## config.mk

```make
export PLATFORM = sky130hd
export DESIGN_NAME = io_bus_ctrl
export DESIGN_NICKNAME = d
export VERILOG_FILES = /design/src/rtl/mem_definitions.sv /design/src/rtl/io_bus_ctrl.sv
export SDC_FILE = /design/constraint.sdc
export NUM_CORES = 1
export LEC_CHECK = 0
export ABC_AREA = 1
export CAP_MARGIN = 20
export CORE_UTILIZATION = 34
export CTS_BUF_LIST = sky130_fd_sc_hd__clkbuf_8
export DETAILED_ROUTE_END_ITERATION = 10
export PLACE_DENSITY = 0.79
export SKIP_CTS_REPAIR_TIMING = 1
export SLEW_MARGIN = 20
export SYNTH_ARGS = -nofsm -noshare
export SYNTH_HDL_FRONTEND = slang
export SYNTH_SLANG_ARGS = --single-unit
```

## constraint.sdc

```tcl
create_clock -name clk -period 1.5 [get_ports clk]
set_clock_uncertainty 0.2 [all_clocks]
set_input_delay 0.3 -clock clk [delete_from_list [all_inputs] [get_ports clk]]
set_output_delay 0.3 -clock clk [all_outputs]
set_load 0.01 [all_outputs]
```

## src/rtl/mem_definitions.sv

```systemverilog
// rtl/mem_definitions.sv - shared IO-space constants and bus controller state encoding.
package mem_definitions;

  localparam logic [23:0] IO_MEM_SPACE = 24'h400000;
  localparam logic [31:0] IO_ERR_DATA  = 32'hDEADBEEF;

  typedef enum logic [1:0] {
    IDLE = 2'd0,
    REQ  = 2'd1,
    ACK  = 2'd2
  } io_state_t;

endpackage

```

## src/rtl/io_bus_ctrl.sv

```systemverilog
// rtl/io_bus_ctrl.sv - CPU-to-peripheral IO bus bridge, four one-hot slots.
// Define IO_BUS_TIMEOUT_EN to bound peripheral wait to TIMEOUT_CYCLES.
module io_bus_ctrl
  import mem_definitions::*;
#(
  parameter int TIMEOUT_CYCLES = 16
) (
  input  logic             clk,
  input  logic             rst_n,
  input  logic [31:0]      b_addr_i,
  input  logic [31:0]      b_wdata_i,
  input  logic             b_read_i,
  input  logic             b_write_i,
  output logic [31:0]      b_rdata_o,
  output logic             b_ack_o,
  output logic             bus_err_o,
  output logic [3:0]       p_req_o,
  output logic             p_we_o,
  output logic [5:0]       p_addr_o,
  output logic [31:0]      p_wdata_o,
  input  logic [3:0][31:0] p_rdata_i,
  input  logic [3:0]       p_ack_i
);

  if (TIMEOUT_CYCLES < 1 || TIMEOUT_CYCLES > 255) begin : g_bad_timeout
    $error("io_bus_ctrl: TIMEOUT_CYCLES must be within 1..255");
  end

  io_state_t   state_q, state_d;
  logic [1:0]  slot_q, slot_d;
  logic [5:0]  addr_q, addr_d;
  logic [31:0] wdata_q, wdata_d;
  logic        we_q, we_d;
  logic [31:0] rdata_q, rdata_d;
  logic        io_hit;

  assign io_hit = (b_read_i | b_write_i) && (b_addr_i[31:8] == IO_MEM_SPACE);

`ifdef IO_BUS_TIMEOUT_EN
  logic [7:0] cnt_q, cnt_d;
  logic       err_q, err_d;
`endif

  always_comb begin
    state_d = state_q;
    slot_d  = slot_q;
    addr_d  = addr_q;
    wdata_d = wdata_q;
    we_d    = we_q;
    rdata_d = rdata_q;
`ifdef IO_BUS_TIMEOUT_EN
    cnt_d   = cnt_q;
    err_d   = 1'b0;
`endif
    case (state_q)
      IDLE: begin
        if (io_hit) begin
          state_d = REQ;
          slot_d  = b_addr_i[7:6];
          addr_d  = b_addr_i[5:0];
          wdata_d = b_wdata_i;
          // Simultaneous read and write resolves to a write.
          we_d    = b_write_i;
`ifdef IO_BUS_TIMEOUT_EN
          cnt_d   = 8'd0;
`endif
        end
      end
      REQ: begin
        if (p_ack_i[slot_q]) begin
          state_d = ACK;
          rdata_d = we_q ? 32'd0 : p_rdata_i[slot_q];
        end
`ifdef IO_BUS_TIMEOUT_EN
        else if (cnt_q == 8'(TIMEOUT_CYCLES - 1)) begin
          state_d = ACK;
          rdata_d = IO_ERR_DATA;
          err_d   = 1'b1;
        end else begin
          cnt_d = cnt_q + 8'd1;
        end
`endif
      end
      ACK:     state_d = IDLE;
      default: state_d = IDLE;
    endcase
  end

  always_ff @(posedge clk or negedge rst_n) begin
    if (!rst_n) begin
      state_q <= IDLE;
      slot_q  <= 2'd0;
      addr_q  <= 6'd0;
      wdata_q <= 32'd0;
      we_q    <= 1'b0;
      rdata_q <= 32'd0;
    end else begin
      state_q <= state_d;
      slot_q  <= slot_d;
      addr_q  <= addr_d;
      wdata_q <= wdata_d;
      we_q    <= we_d;
      rdata_q <= rdata_d;
    end
  end

`ifdef IO_BUS_TIMEOUT_EN
  always_ff @(posedge clk or negedge rst_n) begin
    if (!rst_n) begin
      cnt_q <= 8'd0;
      err_q <= 1'b0;
    end else begin
      cnt_q <= cnt_d;
      err_q <= err_d;
    end
  end

  assign bus_err_o = err_q;
`else
  assign bus_err_o = 1'b0;
`endif

  assign p_req_o   = (state_q == REQ) ? (4'b0001 << slot_q) : 4'b0000;
  assign b_ack_o   = (state_q == ACK);
  assign b_rdata_o = rdata_q;
  assign p_we_o    = we_q;
  assign p_addr_o  = addr_q;
  assign p_wdata_o = wdata_q;

endmodule

```

[Yosys cells after proc, flatten, opt, wreduce, memory -nomap -nowiden]
Index checks and enable logic that the tools add are counted.
Storage, ports and cells
  register bits: 75
  input bits: 200
  output and inout port bits: 77
  logic and storage cells: 28
Operators by class
  order comparisons: 1
  equality and inequality tests: 5
  shift-type cells: 1
  mux-type cells: 9
  bitwise gates (word level): 1
  reductions and logical operators: 5
Operator list (count)
  $bmux W32 S2: 1
  $mux W32: 2
  $eq A24 B23 Y1 const B: 1
  $reduce_and A2 Y1: 3
  $mux W2: 2
  $mux W4: 1
  $ne A2 B2 Y1 const B: 2
  $pmux W2 S2: 1
  $shl A1 B2 Y4 const A: 1
  $lt A2 B3 Y1 const B: 1
  $bmux W1 S2: 1
  $eq A2 B1 Y1 const B: 1
  $eq A2 B2 Y1 const B: 1
  $logic_not A2 Y1: 1
  $logic_and A1 B1 Y1: 1
  $mux W1: 1
  $or A1 B1 Y1: 1

[Depth between registers and ports, before layout]
Gate-level depths: netlist (run 1).
  word-level depth: 4
  mapped depth: 10
  depth with buffers taken out: 8

[Worst setup path after synthesis (run 1)]
Ideal clock, no wire load.
  kind: register to output
  from: reg slot_q[1]
  to: out p_req_o[0]
  arrival time: 1.055 ns
  data required time: 1.000 ns
  setup slack: -0.055 ns
  stages on the path, launching flop included: 4
  buffers on the path: 2
  cell sequence: dfrtp_1 > buf_4 > buf_2 > nor3_1
Between the ends
  cells in the longest elaborated chain, start to end: 2
Ends and longest elaborated chain
  start: declaration: RTL line io_bus_ctrl.sv:30  | logic [1:0] slot_q, slot_d;
  start signal: assignment: RTL line io_bus_ctrl.sv:99  | slot_q <= slot_d;
  $shl A1 B2 Y4: RTL line io_bus_ctrl.sv:123  | assign p_req_o = (state_q == REQ) ? (4'b0001 << slot_q) : 4'b0000;
  $mux W4: RTL line io_bus_ctrl.sv:123
  end: declaration: RTL line io_bus_ctrl.sv:17  | output logic [3:0] p_req_o,
No other way between the ends.

[Worst setup path after layout (run 1)]
  from: reg state_q[0]
  to: out p_req_o[2]
Between the ends
  cells in the longest elaborated chain, start to end: 2
Ends and longest elaborated chain
  start: declaration: RTL line io_bus_ctrl.sv:29  | io_state_t state_q, state_d;
  start signal: assignment: RTL line io_bus_ctrl.sv:98  | state_q <= state_d;
  $eq A2 B1 Y1: RTL line io_bus_ctrl.sv:123
  $mux W4: RTL line io_bus_ctrl.sv:123
No other way between the ends.

==> results of run 1 <==
## path summary, 6_finish.rpt
| kind | startpoint | to | slack (ps) | cells after the start |
|---|---|---|---|---|
| min in group clk | p_wdata_o[0] | p_wdata_o[0] | 270 | 2 |
| hold / removal | rst_n | b_rdata_o[21] | 110 | 2 |
| max in group asynchronous | rst_n | slot_q[0] | 500 | 3 |
| setup / recovery | state_q[0] | p_req_o[2] | -390 | 6 |
| setup reg to reg | state_q[1] | p_wdata_o[10] | -310 | 10 |
| hold reg to reg | p_wdata_o[0] | p_wdata_o[0] | 270 | 2 |
## registers in the layout, indices dropped and copies added (netlist names)
| signal | count |
|---|---|
| p_addr_o | 6 |
| slot_q | 2 |
| p_wdata_o | 32 |
| state_q | 2 |
| p_we_o | 1 |
| b_rdata_o | 32 |
## metrics by stage
| step | std cells | hold WS, ps | power, mW | setup TNS [ps] |
|---|---|---|---|---|
| 2_1_floorplan | 662 | -196 | 2.39 | -222 |
| 3_3_place_gp | 1096 | -54.9 | 3.17 | -29050 |
| 3_5_place_dp | 1096 | -57.2 | 3.19 | -30650 |
| 4_1_cts | 1112 | -455 | 4.77 | -41880 |
| 5_1_grt | 1141 | 116 | 4.99 | -28280 |
| 6_report | 1141 | 113 | 4.77 | -19870 |
## routing by layer
layer,share of wire,routed length (µm),vias to the layer above,GRT usage
met1,0.37,6740,2473,0.260
met5,0,0,-,0
met2,0.52,9480,251,0.423
met3,0.089,1640,38,0.0757
li1,-,-,2636,-
met4,0.029,524,0,0.0762
## final cells by class
class / instances / area (µm²)
well taps: 168 / 210
clock inverters: 7 / 70.1
repair buffers: 335 / 3750
multi-input cells: 525 / 2500
fillers: 976 / 3540
clock buffers: 9 / 124
flip-flops and latches: 75 / 1880
inverters: 22 / 90.1
## power by group through the flow
stage,clock [mW],combinational (mW),sequential [mW]
after global routing,1.72,1.11,2.16
after global placement,0,0.988,2.19
after detailed placement,0,0.996,2.19
after CTS,1.62,1.00,2.15
final,1.58,1.04,2.15
after floorplan,0,0.163,2.23
## cells by family after synthesis
| family | Yosys count | share of synthesized area |
|---|---|---|
| and+or+nand+nor | 522 | 0.487 |
| AOI/OAI and AO/OA | 2 | 0.00232 |
| DFF | 75 | 0.436 |
| buffers and inverters | 62 | 0.0741 |
| other | 1 | 0.000870 |
## cell usage after synthesis
master and number:
nor2_8 1, buf_6 4, buf_4 5, nand3b_1 1, nor3_1 3, nand2_2 1, nand2_1 359, clkbuf_1 2
nor2_4 1, inv_4 1, dfrtp_1 75, and2_0 1, a21oi_1 1, nor2_1 77, inv_2 3, inv_1 18
nor2_2 4, buf_1 1, conb_1 1, buf_2 28, nand3_1 74, o21ai_0 1
==> impl_results.md, run 1 <==
* Fin util at 0.709
* DIE HEIGHT at between 100 and 150 µm
* Max stage delay cell, worst path: dfrtp_1
* IO Count at ~280
* Crit-path cells: inv_2, nor2_4, inv_2, buf_6, nor3_4, buf_2
* P_sw at 1.22 mW
* Global placer's final weighted congestion at slightly below 0.8
* GRT overflow at 0
* Clock-pin slew on the worst setup and hold paths at 90 ps
* # nets final at roughly 1200
* Initial Utilization at 0.354
* Leak at between 5 and 6 nW
* Status: complete, but fails checks
* Fmax at around 530 MHz
* PnR worst setup slack at -392 ps
* Root Driver: clkbuf_8
* Sink Count at 75
* Post-synthesis sequential area ratio at 0.436
* Final hold vios at 0
* Avg Synthesized Cell Area at about 6.5 µm²
* Antenna Cells at 0
* Period utilization at 1.26
* Max cap viols at 0
* DP Area at between 0.007 and 0.008 mm²
* Hold WC Path Type: primary input to async pin
* Count of cell types in the netlist at 22
* Pre-CTS WS at -622 ps
* First-pass GRT wire length at about 23 mm
* DRT Wirelength at 18.4 mm
* Flop pwr share at 0.450
* Cell row count at 40
* Routed Antenna Nets at 0
* Crit path time final at 1890 ps
* Synth top area cells: dfrtp_1 (44%), nand2_1 (31%), nand3_1 (8.6%), nor2_1 (6.7%), buf_2 (3.3%)
* Mapped Cells at 662
* Critical Path RT at 1000 ps
* Most frequent CP cell: inv_2
* Peak VDD IR at ~0.35 mV
* Post-route design area at between 0.008 and 0.009 mm²
* Kind of critical path: register to primary output
* Port bufs at roughly 280
* Routed vias/inst at 4.73
* Largest net degree at the start of global routing at 49
* Area leader, netlist: dfrtp_1
* DR WL/cell at about 16 µm
* Comb pwr share at 0.217
* Drc violations at 0
* #FFs+latches synth at 75
* Num CTS Buffers at 9
* CP Launch Type: register
* Antenna violations before repair at 0
* Failing checks: setup timing
* 1st-iter DRT viols at between 200 and 300
* RSZ-0062 raised after global routing: true
* Vias in the first global route at 4766
* Synthesized Nets at 862
* H-tree levels at 3
* Share of cells above drive strength 1 at 0.181
* Most frequent cells in the layout: nand2_1 (293), clkdlybuf4s50_1 (198), dfrtp_1 (75)
* CTS max path bufs at 2
* Area growth, synth to finish at 100%
* DIE AREA at roughly 0.013 mm²
* CP max FO at 5
* CP Buf/Inv Count at 4
* DIE WIDTH at between 100 and 150 µm
* CTS tree: done
* Placed wire-length estimate at between 10 and 15 mm
* Post-Syn Area at approximately 0.0043 mm²
* Commonest non-fill, non-tap cell in the layout: nand2_1
* Sw frac at 0.255
* Slowest stage delay, CP at 370 ps
* Internal power at 3.55 mW
* Slew Limit Fails at 0
* Clock latency at the later pin of the worst-skew pair at 350 ps
* YS warnings at 0
* Final setup vio count at 80
* Core area at 0.0122 mm²
* Power Density at approximately 550 mW/mm²
* All-Layer GR Usage at 0.234
* Synth top area share at 0.436
* First-pass DRT Iterations at 4
* Critical path's top delay family: buffers and inverters
* Via count at approximately 5400
* Setup crit end kind: primary output
* WP data arrival at roughly 1400 ps
* Clk pwr share at 0.332
(Power assumes the default switching activity.)
==> run 2, diff against run 1 <==
- CORE_MARGIN: not set -> 2
==> impl_results.md, run 2 (synthesis gave the netlist of run 1 again) <==
* Footprint of the multi-input gates at roughly 0.0024 mm²
* CTS max path bufs at 2
* P_sw at ~1.2 mW
* Largest net degree at the start of global routing at 38
* Slowest stage delay, CP at 410 ps
* Post-route insts no fill at between 1000 and 1500
* Worst Setup SP: state_q[1]
* Crit-path cells: nor2_4, inv_2, buf_6, nor3_4, buf_6
* Port bufs at 275
* Reg2Reg Launch Point: slot_q[0]
* Antenna Cells at 0
* CP Launch Type: register
* Status: complete, but fails checks
* Area growth, synth to finish at 105%
* GRT overflow at 0
* Drc violations at 0
* 1st-iter DRT viols at roughly 330
* DIE HEIGHT at about 120 µm
* Comb pwr share at 0.195
* Flop pwr share at 0.411
* Setup crit end kind: primary output
* Max stage delay cell, worst path: dfrtp_1
* Clock-pin slew on the worst setup and hold paths at around 90 ps
* First-pass GRT wire length at between 20 and 25 mm
* DIE AREA at between 0.01 and 0.015 mm²
* Share of cells above drive strength 1 at 0.174
* Power Density at between 500 and 600 mW/mm²
* DRT Wirelength at approximately 19 mm
* Placed wire-length estimate at around 12 mm
* Antenna violations before repair at 0
* WP data arrival at approximately 1400 ps
* Hold WC Path Type: primary input to async pin
* Root Driver: clkbuf_8
* Max cap viols at 0
* Final setup TNS at -19640 ps
* Sequential cell area at between 0.0015 and 0.002 mm²
* Final hold vios at 0
* RSZ-0062 raised after global routing: true
* Failing checks: setup timing
* Most frequent cells in the layout: nand2_1 (319), clkdlybuf4s50_1 (198), dfrtp_1 (73)
* Vias in the first global route at about 4700
* Final setup vio count at 80
* # nets final at 1186
* DIE WIDTH at roughly 120 µm
* Crit path time final at approximately 1900 ps
* Clock latency at the later pin of the worst-skew pair at approximately 360 ps
* PnR Total Power at ~5.2 mW
* All-Layer GR Usage at 0.227
* Core area at 0.0125 mm²
* Fillers at between 900 and 1000
* Sw frac at 0.237
* PnR worst setup slack at -410 ps
* Sink Count at 75
* Period utilization at 1.27
* Initial Utilization at 0.344
* H-tree levels at 3
* Clk pwr share at 0.394
* Leak at 5.50 nW
* Internal power at roughly 4 mW
* Routed vias/inst at 4.68
* R2r endpoint: b_rdata_o[23]
* Via count at about 5400
* Worst hold margin at about 160 ps
* Peak VDD IR at ~0.35 mV
* IO Count at 277
* Routed Antenna Nets at 0
* DR WL/cell at around 17 µm
* Num CTS Buffers at 9
* Cell row count at 41
* Cells after DPL at ~1100
* Global placer's final weighted congestion at around 0.78
* Most frequent CP cell: buf_6
* First-pass DRT Iterations at 4
* Kind of critical path: register to primary output
* Fmax at about 520 MHz
* CP max FO at 3
* R2R Setup Slk at -340 ps
* Slew Limit Fails at 0
* Critical Path RT at 1000 ps
* Commonest non-fill, non-tap cell in the layout: nand2_1
* CTS tree: done
* Worst reg2reg path depth at 12
-- run 2: changes by cell type in the layout (fill, tap and decap cells not counted), sizes merged --
cell and delta:
inv -2, clkinvlp -2, dlymetal6s2s +1, bufinv +2
buf +13, clkbuf +6
-- run 2: critical path: cells and delay by family (launching register included) --
kind	cells	cell delay [ps]
buffers and inverters	3	310
DFF	1	410
and+or+nand+nor	2	330
-- run 2: power groups by stage --
stage | Combinational [mW] | Clock [mW] | Sequential (mW)
final | 1.02 | 2.06 | 2.15
after CTS | 1.00 | 2.06 | 2.15
after detailed placement | 0.998 | 0 | 2.19
after global routing | 1.11 | 2.14 | 2.16
after global placement | 0.993 | 0 | 2.19
after floorplan | 0.163 | 0 | 2.23
-- run 2: through the flow --
stage	utilization	worst slack, ps	instance area (µm²)
after CTS	0.619	-726	7750
after global placement	0.598	-552	7490
after floorplan	-	-55.4	4310
after global routing	0.704	-465	8810
after detailed placement	0.598	-590	7490
final	0.704	-410	8810
-- run 2: worst max path at each step --
stage / endpoint / slack, ps / cells after the start
final: p_req_o[1] / -410 / 5
after global routing: p_req_o[1] / -460 / 6
after CTS: p_req_o[2] / -730 / 5
after detailed placement: p_wdata_o[13] / -590 / 8
after global placement: p_wdata_o[15] / -550 / 8
after floorplan: p_req_o[0] / -60 / 3
-- run 2: cell type report --
type                       instances  share of cell area
inverter                          22              0.0105
clock inverter                     5              0.0122
tap                              172              0.0244
timing repair buffer             353               0.455
clock buffer                      11              0.0172
sequential                        75               0.213
multi-input combinational        525               0.268
-- run 2: per-layer routing --
metal / global-route usage / vias to the layer above / share of wire
met1: 0.260 / 2477 / 0.38
li1: - / 2667 / -
met4: 0.0651 / 0 / 0.026
met2: 0.420 / 265 / 0.51
met5: 0 / - / 0
met3: 0.0571 / 32 / 0.084
==> run 3, diff against run 2 <==
- CORE_UTILIZATION: 34 -> 35
- DONT_BUFFER_PORTS: not set -> 1
- PLACE_DENSITY: 0.79 -> not set
- clock period: 1.5 -> 2.05 ns (I/O delays scaled with it)
==> impl_results.md, run 3 (synthesis gave the netlist of run 1 again) <==
* First-pass DRT Iterations at 4
* Final setup vio count at 0
* Core area at about 0.012 mm²
* Footprint of the multi-input gates at around 0.0021 mm²
* Sink Count at 75
* DIE HEIGHT at 115 µm
* R2R Setup Slk at roughly 260 ps
* Routed Antenna Nets at 0
* Hold WC Path Type: primary input to async pin
* Share of cells above drive strength 1 at 0.0758
* Slowest stage delay, CP at approximately 460 ps
* Setup crit end kind: primary output
* Area growth, synth to finish at 15.8%
* Final setup TNS at 0 ps
* Failing checks: hold timing
* Slew Limit Fails at 0
* Sequential cell area at about 0.0019 mm²
* DIE AREA at between 0.01 and 0.015 mm²
* Drc violations at 0
* Status: complete, but fails checks
* Reg2Reg Launch Point: slot_q[1]
* Worst reg2reg path depth at 9
* Root Driver: clkbuf_8
* DR WL/cell at about 16 µm
* R2r endpoint: b_rdata_o[0]
* All-Layer GR Usage at 0.187
* First-pass GRT wire length at between 15 and 20 mm
* Worst hold margin at -457 ps
* Crit-path cells: buf_6, nor3_4, buf_4
* IO Count at roughly 280
* Routed vias/inst at 5.00
* CTS max path bufs at 2
* Clock latency at the later pin of the worst-skew pair at approximately 340 ps
* Peak VDD IR at about 0.3 mV
* Final hold vios at 75
* 1st-iter DRT viols at approximately 200
* Kind of critical path: register to primary output
* DRT Wirelength at between 10 and 15 mm
* # nets final at 881
* Critical Path RT at 1440 ps
* Leak at 2.87 nW
* RSZ-0062 raised after global routing: true
* CP max FO at 14
* Antenna violations before repair at 0
* Fmax at 500 MHz
* Fillers at ~1200
* Num CTS Buffers at 9
* CP Buf/Inv Count at 2
* Cell row count at 40
* Power Density at about 640 mW/mm²
* Commonest non-fill, non-tap cell in the layout: nand2_1
* Crit path time final at 2000 ps
* CP Launch Type: register
* DIE WIDTH at roughly 110 µm
* Max cap viols at 0
* CTS tree: done
* Antenna Cells at 0
* Port bufs at 0
* H-tree levels at 3
* WP data arrival at ~1400 ps
* Period utilization at 0.975
* Largest net degree at the start of global routing at 76
* Placed wire-length estimate at ~10 mm
* Global placer's final weighted congestion at 0.756
* Max stage delay cell, worst path: dfrtp_2
* Initial Utilization at 0.359
* Vias in the first global route at around 3800
* Via count at roughly 4200
* Critical path's top delay family: flip-flops
* Clock-pin slew on the worst setup and hold paths at approximately 80 ps
* Most frequent cells in the layout: nand2_1 (359), nor2_1 (77), nand3_1 (74)
* GRT overflow at 0
## run 3: cell types whose count changed in the layout (fill, tap and decap cells not counted), sizes merged
cell | previous run | this run
dlygate4sd3 | 1 | 28
clkinv | 1 | 0
buf | 69 | 20
dlymetal6s2s | 72 | 0
clkdlybuf4s50 | 198 | 0
inv | 23 | 25
clkbuf | 24 | 10
## run 3: per-stage QoR
step                std cells   util  total power [mW]  worst slack (ps)  area, µm²
CTS                       805  0.390              3.23              -158       4680
detailed placement        789  0.369              1.79               235       4430
global route              833  0.415              3.37             -26.9       4990
finish                    833  0.415              3.22              51.5       4990
floorplan                 662      -              1.75               385       4310
global placement          789  0.369              1.79               237       4430
## run 3: power by group
group / internal [mW] / total [mW] / switching, mW / leakage, nW
Sequential: 1.54 / 1.62 / 0.0833 / 1.01
Clock: 0.847 / 1.41 / 0.565 / 0.129
Combinational: 0.0960 / 0.181 / 0.0849 / 1.73
Total: 2.48 / 3.22 / 0.734 / 2.87
## run 3: layer usage
layer,vias to the layer above,wire length [µm],track usage
met5,-,0,0
met3,12,1250,0.0664
met2,208,6870,0.349
met4,0,186,0.0618
met1,1891,4980,0.193
li1,2055,-,-
## run 3: worst max path at each step
stage                               end  slack, ps       start  cells after the start
after global routing         p_req_o[1]        -30  state_q[1]                      4
after floorplan              p_req_o[0]        380   slot_q[1]                      3
after detailed placement  b_rdata_o[31]        240   slot_q[0]                      8
final                        p_req_o[1]         50   slot_q[1]                      3
after CTS                    p_req_o[1]       -160   slot_q[1]                      3
after global placement       p_req_o[1]        240   slot_q[1]                      3
## run 3: layout make-up
type                       count  share of cell area
inverter                      22              0.0171
timing repair buffer          48              0.0920
clock inverter                 6              0.0223
tap                          147              0.0369
sequential                    75               0.377
multi-input combinational    525               0.428
clock buffer                  10              0.0276
